## src/rtl/life_flow_pkg.sv

```systemverilog
// life_flow_pkg: shared state, cause and frame constants for the death flow.
// States are one-hot; S_* give the bit index of each state.
package life_flow_pkg;

    localparam int S_PLAY      = 0;
    localparam int S_DYING     = 1;
    localparam int S_RESPAWN   = 2;
    localparam int S_INVULN    = 3;
    localparam int S_GAME_OVER = 4;

    typedef enum logic [4:0] {
        PLAY      = 5'b00001,
        DYING     = 5'b00010,
        RESPAWN   = 5'b00100,
        INVULN    = 5'b01000,
        GAME_OVER = 5'b10000
    } state_t;

    typedef enum logic [1:0] {
        CAUSE_NONE  = 2'd0,
        CAUSE_ENEMY = 2'd1,
        CAUSE_PIT   = 2'd2,
        CAUSE_TIME  = 2'd3
    } cause_t;

    localparam int DEF_DEATH_FRAMES  = 60;
    localparam int DEF_INVULN_FRAMES = 120;
    localparam int DEF_CNT_W         = 8;

    function automatic cause_t pick_cause(input logic pit, input logic tup);
        if (pit) return CAUSE_PIT;
        if (tup) return CAUSE_TIME;
        return CAUSE_ENEMY;
    endfunction

endpackage

```

## src/rtl/life_flow_controller_if.sv

```systemverilog
// life_flow_controller_if: hazard inputs and flow outputs of the controller.
// LIFE_FLOW_CONTINUE_EN adds start_btn and lives_reset_n.
interface life_flow_controller_if;

    logic       frame_tick;
    logic       hit_enemy;
    logic       fall_pit;
    logic       time_up;
    int         lives;
    logic       kill;
    logic       freeze;
    logic       respawn;
    logic       invulnerable;
    logic       game_over;
    logic [1:0] death_cause;
`ifdef LIFE_FLOW_CONTINUE_EN
    logic       start_btn;
    logic       lives_reset_n;

    modport master (
        input  frame_tick, hit_enemy, fall_pit, time_up, lives, start_btn,
        output kill, freeze, respawn, invulnerable, game_over, death_cause,
        output lives_reset_n
    );
    modport slave (
        output frame_tick, hit_enemy, fall_pit, time_up, lives, start_btn,
        input  kill, freeze, respawn, invulnerable, game_over, death_cause,
        input  lives_reset_n
    );
`else
    modport master (
        input  frame_tick, hit_enemy, fall_pit, time_up, lives,
        output kill, freeze, respawn, invulnerable, game_over, death_cause
    );
    modport slave (
        output frame_tick, hit_enemy, fall_pit, time_up, lives,
        input  kill, freeze, respawn, invulnerable, game_over, death_cause
    );
`endif

endinterface

```

## src/rtl/life_flow_controller_frame_timer.sv

```systemverilog
// frame_timer: saturating frame counter with clear, tick enable and a
// terminal flag raised on the tick that brings the count up to limit.
module frame_timer #(
    parameter int CNT_W = 8
) (
    input  logic             clk,
    input  logic             rst_n,
    input  logic             clr,
    input  logic             en,
    input  logic             tick,
    input  logic [CNT_W-1:0] limit,
    output logic             last
);

    logic [CNT_W-1:0] cnt;
    logic [CNT_W:0]   cnt_inc;
    logic             step;

    assign step    = en & tick & ~(&cnt);
    assign cnt_inc = {1'b0, cnt} + (CNT_W+1)'(1);
    assign last    = step & (cnt_inc == {1'b0, limit});

    always_ff @(posedge clk or negedge rst_n) begin
        if (!rst_n) begin
            cnt <= '0;
        end else if (clr) begin
            cnt <= '0;
        end else if (step) begin
            cnt <= cnt_inc[CNT_W-1:0];
        end
    end

endmodule

```

## src/rtl/life_flow_controller.sv

```systemverilog
// life_flow_controller: one kill per life, death freeze, respawn grace window
// and game over. LIFE_FLOW_CONTINUE_EN lets start_btn continue from game over.
module life_flow_controller
    import life_flow_pkg::*;
#(
    parameter int DEATH_FRAMES  = DEF_DEATH_FRAMES,
    parameter int INVULN_FRAMES = DEF_INVULN_FRAMES,
    parameter int CNT_W         = DEF_CNT_W
) (
    input logic                    vga_clock,
    input logic                    reset,
    life_flow_controller_if.master bus
);

    state_t           state, state_nx;
    cause_t           cause_q, cause_d;
    logic             hit, cont;
    logic             tmr_last, tmr_en, tmr_clr;
    logic [CNT_W-1:0] tmr_limit;
    logic             kill_q, freeze_q, respawn_q, invuln_q, over_q;
    logic             kill_d, freeze_d, respawn_d, invuln_d, over_d;

    // Enemy contact only counts while fully vulnerable.
    assign hit = bus.fall_pit | bus.time_up
               | (bus.hit_enemy & state[S_PLAY]);

    assign tmr_en    = state[S_DYING] | state[S_INVULN];
    assign tmr_clr   = (state_nx != state);
    assign tmr_limit = state[S_DYING] ? CNT_W'(DEATH_FRAMES)
                                      : CNT_W'(INVULN_FRAMES);

    frame_timer #(.CNT_W(CNT_W)) u_timer (
        .clk   (vga_clock),
        .rst_n (reset),
        .clr   (tmr_clr),
        .en    (tmr_en),
        .tick  (bus.frame_tick),
        .limit (tmr_limit),
        .last  (tmr_last)
    );

`ifdef LIFE_FLOW_CONTINUE_EN
    logic start_q, lrn_q;

    assign cont = state[S_GAME_OVER] & bus.start_btn & ~start_q;

    always_ff @(posedge vga_clock or negedge reset) begin
        if (!reset) begin
            start_q <= 1'b0;
            lrn_q   <= 1'b1;
        end else begin
            start_q <= bus.start_btn;
            lrn_q   <= ~cont;
        end
    end

    assign bus.lives_reset_n = lrn_q;
`else
    assign cont = 1'b0;
`endif

    always_ff @(posedge vga_clock or negedge reset) begin
        if (!reset) begin
            state     <= PLAY;
            kill_q    <= 1'b0;
            freeze_q  <= 1'b0;
            respawn_q <= 1'b0;
            invuln_q  <= 1'b0;
            over_q    <= 1'b0;
            cause_q   <= CAUSE_NONE;
        end else begin
            state     <= state_nx;
            kill_q    <= kill_d;
            freeze_q  <= freeze_d;
            respawn_q <= respawn_d;
            invuln_q  <= invuln_d;
            over_q    <= over_d;
            cause_q   <= cause_d;
        end
    end

    always_comb begin
        state_nx = state;
        unique case (1'b1)
            state[S_PLAY]: begin
                if (hit) state_nx = DYING;
            end
            state[S_DYING]: begin
                if (tmr_last)
                    state_nx = (bus.lives == 0) ? GAME_OVER : RESPAWN;
            end
            state[S_RESPAWN]: begin
                state_nx = INVULN;
            end
            state[S_INVULN]: begin
                if (hit)           state_nx = DYING;
                else if (tmr_last) state_nx = PLAY;
            end
            state[S_GAME_OVER]: begin
                if (cont) state_nx = RESPAWN;
            end
            default: state_nx = PLAY;
        endcase
    end

    // Outputs are registered from the state being entered.
    always_comb begin
        kill_d    = state_nx[S_DYING] & ~state[S_DYING];
        freeze_d  = state_nx[S_DYING] | state_nx[S_GAME_OVER];
        respawn_d = state_nx[S_RESPAWN];
        invuln_d  = state_nx[S_RESPAWN] | state_nx[S_INVULN];
        over_d    = state_nx[S_GAME_OVER];
        cause_d   = cause_q;
        if (kill_d)
            cause_d = pick_cause(bus.fall_pit, bus.time_up);
        else if (respawn_d)
            cause_d = CAUSE_NONE;
    end

    assign bus.kill         = kill_q;
    assign bus.freeze       = freeze_q;
    assign bus.respawn      = respawn_q;
    assign bus.invulnerable = invuln_q;
    assign bus.game_over    = over_q;
    assign bus.death_cause  = cause_q;

endmodule
```

## src/flat_wrapper.sv

```systemverilog
// flat-port wrapper written by rule: the top's interface ports become plain ports
module life_flow_controller_flat import life_flow_pkg::*;
#(
    parameter int DEATH_FRAMES  = DEF_DEATH_FRAMES,
    parameter int INVULN_FRAMES = DEF_INVULN_FRAMES,
    parameter int CNT_W         = DEF_CNT_W
)
  (vga_clock, reset, bus_frame_tick, bus_hit_enemy, bus_fall_pit, bus_time_up, bus_lives, bus_kill, bus_freeze, bus_respawn, bus_invulnerable, bus_game_over, bus_death_cause);
  life_flow_controller_if bus_i ();
  input logic vga_clock;
  input logic reset;
  input wire logic [$bits(bus_i.frame_tick)-1:0] bus_frame_tick;
  input wire logic [$bits(bus_i.hit_enemy)-1:0] bus_hit_enemy;
  input wire logic [$bits(bus_i.fall_pit)-1:0] bus_fall_pit;
  input wire logic [$bits(bus_i.time_up)-1:0] bus_time_up;
  input wire logic [$bits(bus_i.lives)-1:0] bus_lives;
  output wire logic [$bits(bus_i.kill)-1:0] bus_kill;
  output wire logic [$bits(bus_i.freeze)-1:0] bus_freeze;
  output wire logic [$bits(bus_i.respawn)-1:0] bus_respawn;
  output wire logic [$bits(bus_i.invulnerable)-1:0] bus_invulnerable;
  output wire logic [$bits(bus_i.game_over)-1:0] bus_game_over;
  output wire logic [$bits(bus_i.death_cause)-1:0] bus_death_cause;
  assign bus_i.frame_tick = bus_frame_tick;
  assign bus_i.hit_enemy = bus_hit_enemy;
  assign bus_i.fall_pit = bus_fall_pit;
  assign bus_i.time_up = bus_time_up;
  assign bus_i.lives = bus_lives;
  assign bus_kill = bus_i.kill;
  assign bus_freeze = bus_i.freeze;
  assign bus_respawn = bus_i.respawn;
  assign bus_invulnerable = bus_i.invulnerable;
  assign bus_game_over = bus_i.game_over;
  assign bus_death_cause = bus_i.death_cause;
  life_flow_controller #(.DEATH_FRAMES(DEATH_FRAMES), .INVULN_FRAMES(INVULN_FRAMES), .CNT_W(CNT_W)) u_core (.vga_clock(vga_clock), .reset(reset), .bus(bus_i));
endmodule
```

## config.mk

```make
export PLATFORM = sky130hd
export DESIGN_NAME = life_flow_controller_flat
export DESIGN_NICKNAME = d
export VERILOG_FILES = /design/src/rtl/life_flow_pkg.sv /design/src/rtl/life_flow_controller_if.sv /design/src/rtl/life_flow_controller_frame_timer.sv /design/src/rtl/life_flow_controller.sv /design/src/flat_wrapper.sv
export SDC_FILE = /design/constraint.sdc
export NUM_CORES = 1
export LEC_CHECK = 0
export CORE_MARGIN = 2
export CORE_UTILIZATION = 45
export CTS_CLUSTER_DIAMETER = 100
export DETAILED_ROUTE_END_ITERATION = 16
export PLACE_DENSITY_LB_ADDON = 0.12
export SYNTH_ARGS = -nofsm -noshare
export SYNTH_HDL_FRONTEND = slang
export SYNTH_SLANG_ARGS = --single-unit
```

## constraint.sdc

```tcl
create_clock -name vga_clock -period 6.45 [get_ports vga_clock]
set_input_delay 0.9675 -clock vga_clock [delete_from_list [all_inputs] [get_ports vga_clock]]
set_output_delay 0.9675 -clock vga_clock [all_outputs]
set_load 0.03 [all_outputs]
```

==> results of run 1 <==
==> cells in the mapped netlist (all sizes together) <==
cell type / number
a2111oi: 1
a211o: 1
a211oi: 2
a21o: 1
a21oi: 2
a22oi: 1
a311o: 1
a31o: 1
a31oi: 2
a32oi: 1
a41o: 1
a41oi: 1
and2: 1
and3: 1
and4: 2
and4b: 2
buf: 5
clkbuf: 1
dfrtp: 17
dfstp: 1
ha: 3
inv: 3
mux2i: 2
nand2: 7
nand2b: 1
nand3: 5
nand3b: 1
nand4: 2
nor2: 8
nor3: 6
nor4: 15
nor4b: 1
o2111ai: 1
o21a: 2
o21ai: 8
o221ai: 2
o22ai: 2
o31ai: 1
or2: 2
or4b: 1
xnor2: 6
xor2: 1
==> worst max path at each step <==
stage | end | slack [ns] | depth (start not counted)
after floorplan | u_core.u_timer.cnt[6] | 3.25 | 12
after global placement | u_core.u_timer.cnt[6] | 2.68 | 9
after detailed placement | u_core.u_timer.cnt[6] | 2.58 | 9
after CTS | u_core.u_timer.cnt[6] | 2.82 | 11
after global routing | u_core.u_timer.cnt[6] | 2.47 | 11
final | u_core.u_timer.cnt[6] | 2.79 | 11
==> critical path, cell delays in order, from the launching register on <==
cell       delay (ns)
dfrtp_1          0.45
ha_1             0.33
xnor2_1          0.22
mux2i_1          0.20
o2111ai_1        0.22
nor3_1           0.47
nand2_1          0.21
a21o_1           0.23
ha_1             0.27
o221ai_1         0.34
or2_2            0.43
a211oi_1         0.20
==> state kept, by name (all words and copies together), names as in the netlist <==
| signal | count |
|---|---|
| u_core.bus.game_over | 1 |
| u_core.bus.kill | 1 |
| u_core.bus.freeze | 1 |
| u_core.bus.invulnerable | 1 |
| u_core.bus.death_cause | 2 |
| u_core.u_timer.cnt | 8 |
| u_core.state | 4 |
==> report_power, final <==
group / total [W] / switching [W] / internal, W
registers: 0.000149 / 0.0000201 / 0.000128
clock network: 0.0000695 / 0.0000350 / 0.0000345
logic: 0.000105 / 0.0000497 / 0.0000555
total: 0.000323 / 0.000105 / 0.000219
==> final cells by class <==
class                   count  share of cell area (%)
repair buffers             44                    26.3
inverters                   3                   0.672
clock buffers               4                    2.16
well taps                  30                    2.24
multi-input cells          98                    41.7
flip-flops and latches     18                    26.9
==> stage by stage <==
step | instance area, µm² | worst slack, ns
6_report | 1680 | 2.79
5_1_grt | 1680 | 2.47
4_1_cts | 1680 | 2.82
3_5_place_dp | 1640 | 2.58
3_3_place_gp | 1640 | 2.68
2_1_floorplan | 1200 | 3.25
==> per-layer routing <==
| layer | up-vias | track usage, % | wire, µm |
|---|---|---|---|
| met2 | 77 | 35.0 | 1520 |
| met4 | 0 | 6.27 | 42 |
| met1 | 562 | 28.2 | 1330 |
| met3 | 6 | 5.81 | 328 |
| li1 | 578 | - | - |
| met5 | - | 0 | 0 |
==> cells in the final DEF, fill, tap and decap left out, drive strengths merged, types with 2 or more instances in the layout <==
master,instances
a21oi,2
nor4,15
xnor2,6
nor2,8
inv,3
clkbuf,4
a31oi,2
o21a,2
o21ai,8
nor3,6
o221ai,2
and4,2
mux2i,2
clkdlybuf4s50,44
a211oi,2
ha,3
o22ai,2
and4b,2
or2,2
nand4,2
dfrtp,17
nand2,7
nand3,5
==> kinds of logic (layout without fill, tap and decap cells) <==
kind of cell / after synthesis / count (layout) / synth area share (%)
adder cells (fa/ha/maj): 3 / 3 / 3.13
buffers and inverters: 9 / 51 / 4.07
AND/OR/NAND/NOR: 55 / 55 / 29.1
flip-flops: 18 / 18 / 37.6
multiplexers: 2 / 2 / 1.67
XOR/XNOR: 7 / 7 / 5.74
AO/OA/AOI/OAI: 31 / 31 / 18.7
==> reports/results.ini, run 1 <==
[synthesis]
ys_seq_area_share_pct = 37.6
synth_nets = 166
netlist_area_um2 = 1200
netlist_instances = 125
yosys.area.top_type = dfrtp_1
yosysWarnings = 0
ys_ff_latch = 18
synth_top_area_share_pct = 35.5
synth_area_leaders = dfrtp_1 35%, nor4_1 6.8%, xnor2_1 3.6%, o21ai_0 3.3%, ha_1 3.1%
postSynthAreaPerCell_um2 = 9.60
yosysUniqueCellTypes = 49

[critical_path]
path_class = register to register
worstSetupStartpoint = u_core.u_timer.cnt[0]
rr_endpoint = u_core.u_timer.cnt[6]
r2r-start = u_core.u_timer.cnt[0]
cp-start-kind = register
r2r_cells = 11
rrSetupSlack_ns = 2.79
crit_path_max_fanout = 8
critical_path_required_ns = 6.67
cp-end-kind = register
crit_arrival_ns = 3.87

[hold_path]
worstHoldPathType = register to register
hold_end = u_core.bus.death_cause[0]
min_from = u_core.bus.death_cause[0]
min_path_cells = 2

[clocking]
ctsResizeCount = 0
worst_skew_pair.late_latency_ns = 0.30
clock_path_buffers = 2
cts_setup_buffers = 0
cts-buffers-inserted = 3
cts.clk_slew.worst_paths_ns = 0.10
hold_buffers = 0
root_buffer = clkbuf_4
numClockSinks = 18
h-tree-depth = 1
cts_tree = yes

[sta]
finalCritPeriodShare_pct = 56.7
hold_slack_ns = 0.544
clock_skew_ns = 0.00224
slew_headroom_pct = 42.6
clock.fmax_mhz = 274
finalSetupTns_ns = 0
hold_viol_final = 0
period_minus_slack_ns = 3.66
drv_slew = 0
rsz0062_at_grt = false
setup_violations = 0
tightest_slew_ns = 0.858

[grt]
grt_pass1_wl_um = 5300
grt_pass1_vias = 1138
grt_use_total_pct = 21.6
antenna_found_initial = 0
grt_max_degree = 19
overflow = 0

[drt]
wl_per_cell_um = 16.4
drt_pre_antenna_iters = 4
wl_um = 3230
drtIter0Drc = 47
ant_nets = 0
viasPerCell = 6.21
vias = 1223
drc = 0

[final_layout]
nNetsFinal = 209
drive_above_1_share_pct = 10.2
fillers = 202
area_growth_pct = 39.7
regArea_um2 = 452
final_util_pct = 67.1
multiInputGateArea_um2 = 699
diodes = 0
finalNonFillerCells = 197

[placement]
dp_hpwl_um = 2440
dp_cells = 193
globalplace.congestion = 0.901
portBuffers = 44

[run_status]
status = finished, final reports clean

[pwr]
total_leakage_power_nw = 0.626
peakVddDrop_mv = 0.171
power_density_nw_per_um2 = 193
p_total_w = 0.000323

[floorplanning]
coreArea_um2 = 2500
die-height_um = 55.6
start_util_pct = 48.0
die_width_um = 55.6
row_count = 18
io_pins = 45
die-area_um2 = 3100

[flow_run]
cap_violations = 0

(Power assumes the default switching activity.)
==> run 2: changes to the inputs <==
Settings changed: CORE_UTILIZATION 45 to 44.
Clock period 6.45 ns to 3.79 ns, I/O delays scaled along.
==> run 2 against run 1 <==
Compared with the run above:
- via count shrank 2.3%
- power grew 71%
- register-to-register slack lost 2.2 ns
- clock power grew 67%
- clock skew shrank 0.00088 ns
- sequential cell count is the same
- clock-buffer cell count is the same
- first-iteration DRC count grew 26%
- largest power group unchanged
==> reports/results.ini, run 2 (synthesis results as in run 1) <==
[drt]
viasPerCell = 6.01  ; -3.3%
drtIter0Drc = 59  ; +26%
ant_nets = 0  ; unchanged
drt_pre_antenna_iters = 4  ; unchanged
wl_um = 3440  ; +6.4%
wl_per_cell_um = 17.3  ; +5.3%
drc = 0  ; unchanged
vias = 1195  ; -2.3%

[floorplanning]
die-height_um = 56.2  ; +1.1%
start_util_pct = 47.6  ; -0.43 points
io_pins = 45  ; unchanged
coreArea_um2 = 2520  ; +0.90%
row_count = 18  ; unchanged
die-area_um2 = 3160  ; +2.1%
die_width_um = 56.2  ; +1.1%

[critical_path]
cp_slowest_cell = dfrtp_1
worstPathCellList = ha_1 > xnor2_1 > mux2i_1 > o2111ai_1 > nor3_1 > buf_4 > nand2_1 > a21o_1 > ha_1 > o221ai_1 > or2_2 > a211oi_1
cp-end-kind = register
critical_path_required_ns = 4.00  ; -2.67 ns
cp-start-kind = register
slowest_delay_ns = 0.45  ; -0.02 ns
crit_path_max_fanout = 8  ; unchanged
cp_common_cell = ha_1
worstSetupStartpoint = u_core.u_timer.cnt[0]
path_class = register to register
r2r-start = u_core.u_timer.cnt[0]
crit_arrival_ns = 3.43  ; -0.44 ns

[final_layout]
diodes = 0  ; unchanged
fillers = 199  ; -1.5%
final_cell_mix = 44 x clkdlybuf4s50_1, 17 x dfrtp_1, 13 x nor4_1
drive_above_1_share_pct = 11.2  ; +1.1 points
mostFrequentLayoutCell = clkdlybuf4s50_1
largest-register = u_core.u_timer.cnt
nNetsFinal = 211  ; +0.96%
multiInputGateArea_um2 = 699  ; unchanged
area_growth_pct = 41.0
regArea_um2 = 452  ; unchanged
largest_reg_flops = 8  ; unchanged

[grt]
grt_max_degree = 19  ; unchanged
antenna_found_initial = 0  ; unchanged
grt_pass1_vias = 1156  ; +1.6%
grt_use_total_pct = 23.0  ; +1.4 points
grt_pass1_wl_um = 5640  ; +6.5%
overflow = 0  ; unchanged

[clocking]
cts_tree = yes
hold_buffers = 0  ; unchanged
h-tree-depth = 1  ; unchanged
cts.clk_slew.worst_paths_ns = 0.10  ; about the same
worst_skew_pair.late_latency_ns = 0.29  ; about the same
clock_path_buffers = 2  ; unchanged
cts_setup_buffers = 0  ; unchanged
root_buffer = clkbuf_4
ctsResizeCount = 0  ; unchanged
cts-buffers-inserted = 3  ; unchanged
numClockSinks = 18  ; unchanged

[sta]
finalCritPeriodShare_pct = 85.1  ; +28 points
hold_viol_final = 0  ; unchanged
clock.fmax_mhz = 310  ; +13%
fin_ws_ns = 0.564  ; -2.23 ns
clock_skew_ns = 0.00136  ; -0.000882 ns
tightest_slew_ns = 0.793  ; -0.0654 ns
slew_headroom_pct = 47.0  ; +4.4 points
drv_slew = 0  ; unchanged
setup_violations = 0  ; unchanged
finalSetupTns_ns = 0  ; unchanged
rsz0062_at_grt = false
period_minus_slack_ns = 3.23  ; -0.429 ns

[flow_run]
cap_violations = 0  ; unchanged

[pwr]
power_density_nw_per_um2 = 327  ; +70%
peakVddDrop_mv = 0.415  ; +140%
total_leakage_power_nw = 0.636  ; +1.7%

[placement]
dp_hpwl_um = 2720  ; +11%
globalplace.congestion = 0.926  ; +2.7%
portBuffers = 44  ; unchanged
place_ws_ns = 0.609  ; -1.97 ns

[hold_path]
min_from = u_core.bus.death_cause[0]
worstHoldPathType = register to register

[run_status]
status = finished, final reports clean

==> run 2: layout make-up <==
type                    count  area share (%)
multi-input cells          98            41.3
repair buffers             46            26.9
flip-flops and latches     18            26.7
well taps                  30            2.22
clock buffers               4            2.14
inverters                   3           0.666
==> run 2: layer usage <==
layer,vias to the layer above,track usage [%],share of wire (%)
met5,-,0,0
met4,0,8.84,1.9
met3,8,3.95,8.4
met2,62,37.1,48
met1,538,30.5,42
li1,587,-,-
==> run 2: power breakdown <==
part | leakage, nW | internal, W | switching (W)
Combinational | 0.384 | 0.0000974 | 0.0000853
Clock | 0.0210 | 0.0000586 | 0.0000579
Sequential | 0.231 | 0.000219 | 0.0000357
==> run 2: per-stage QoR <==
| step | instances | total power [W] | hold slack, ns | util (%) | area, µm² |
|---|---|---|---|---|---|
| after global placement | 195 | 0.000433 | 0.524 | 65.6 | 1660 |
| after global routing | 199 | 0.000587 | 0.571 | 67.1 | 1690 |
| after floorplan | 125 | 0.000362 | 0.273 | - | 1200 |
| final | 199 | 0.000554 | 0.553 | 67.1 | 1690 |
| after CTS | 199 | 0.000556 | 0.557 | 67.1 | 1690 |
| after detailed placement | 195 | 0.000440 | 0.526 | 65.6 | 1660 |
==> run 2: worst paths after layout <==
check	depth (start not counted)	end	slack, ns
max	12	u_core.u_timer.cnt[6]	0.56
min	2	u_core.bus.death_cause[0]	0.55
max reg2reg	12	u_core.u_timer.cnt[6]	0.56
min reg2reg	2	u_core.bus.death_cause[0]	0.55
max in group asynchronous	1	u_core.u_timer.cnt[7]	2.57
min in group asynchronous	1	u_core.state[1]	0.73
==> run 2: critical path, delay by kind of cell (launching register included) <==
family / cells / cell delay [ns]
compound gates: 4 / 0.78
simple gates: 3 / 0.71
fa+ha+maj: 2 / 0.61
flops: 1 / 0.45
xor+xnor: 1 / 0.21
mux: 1 / 0.21
buf+inv: 1 / 0.16
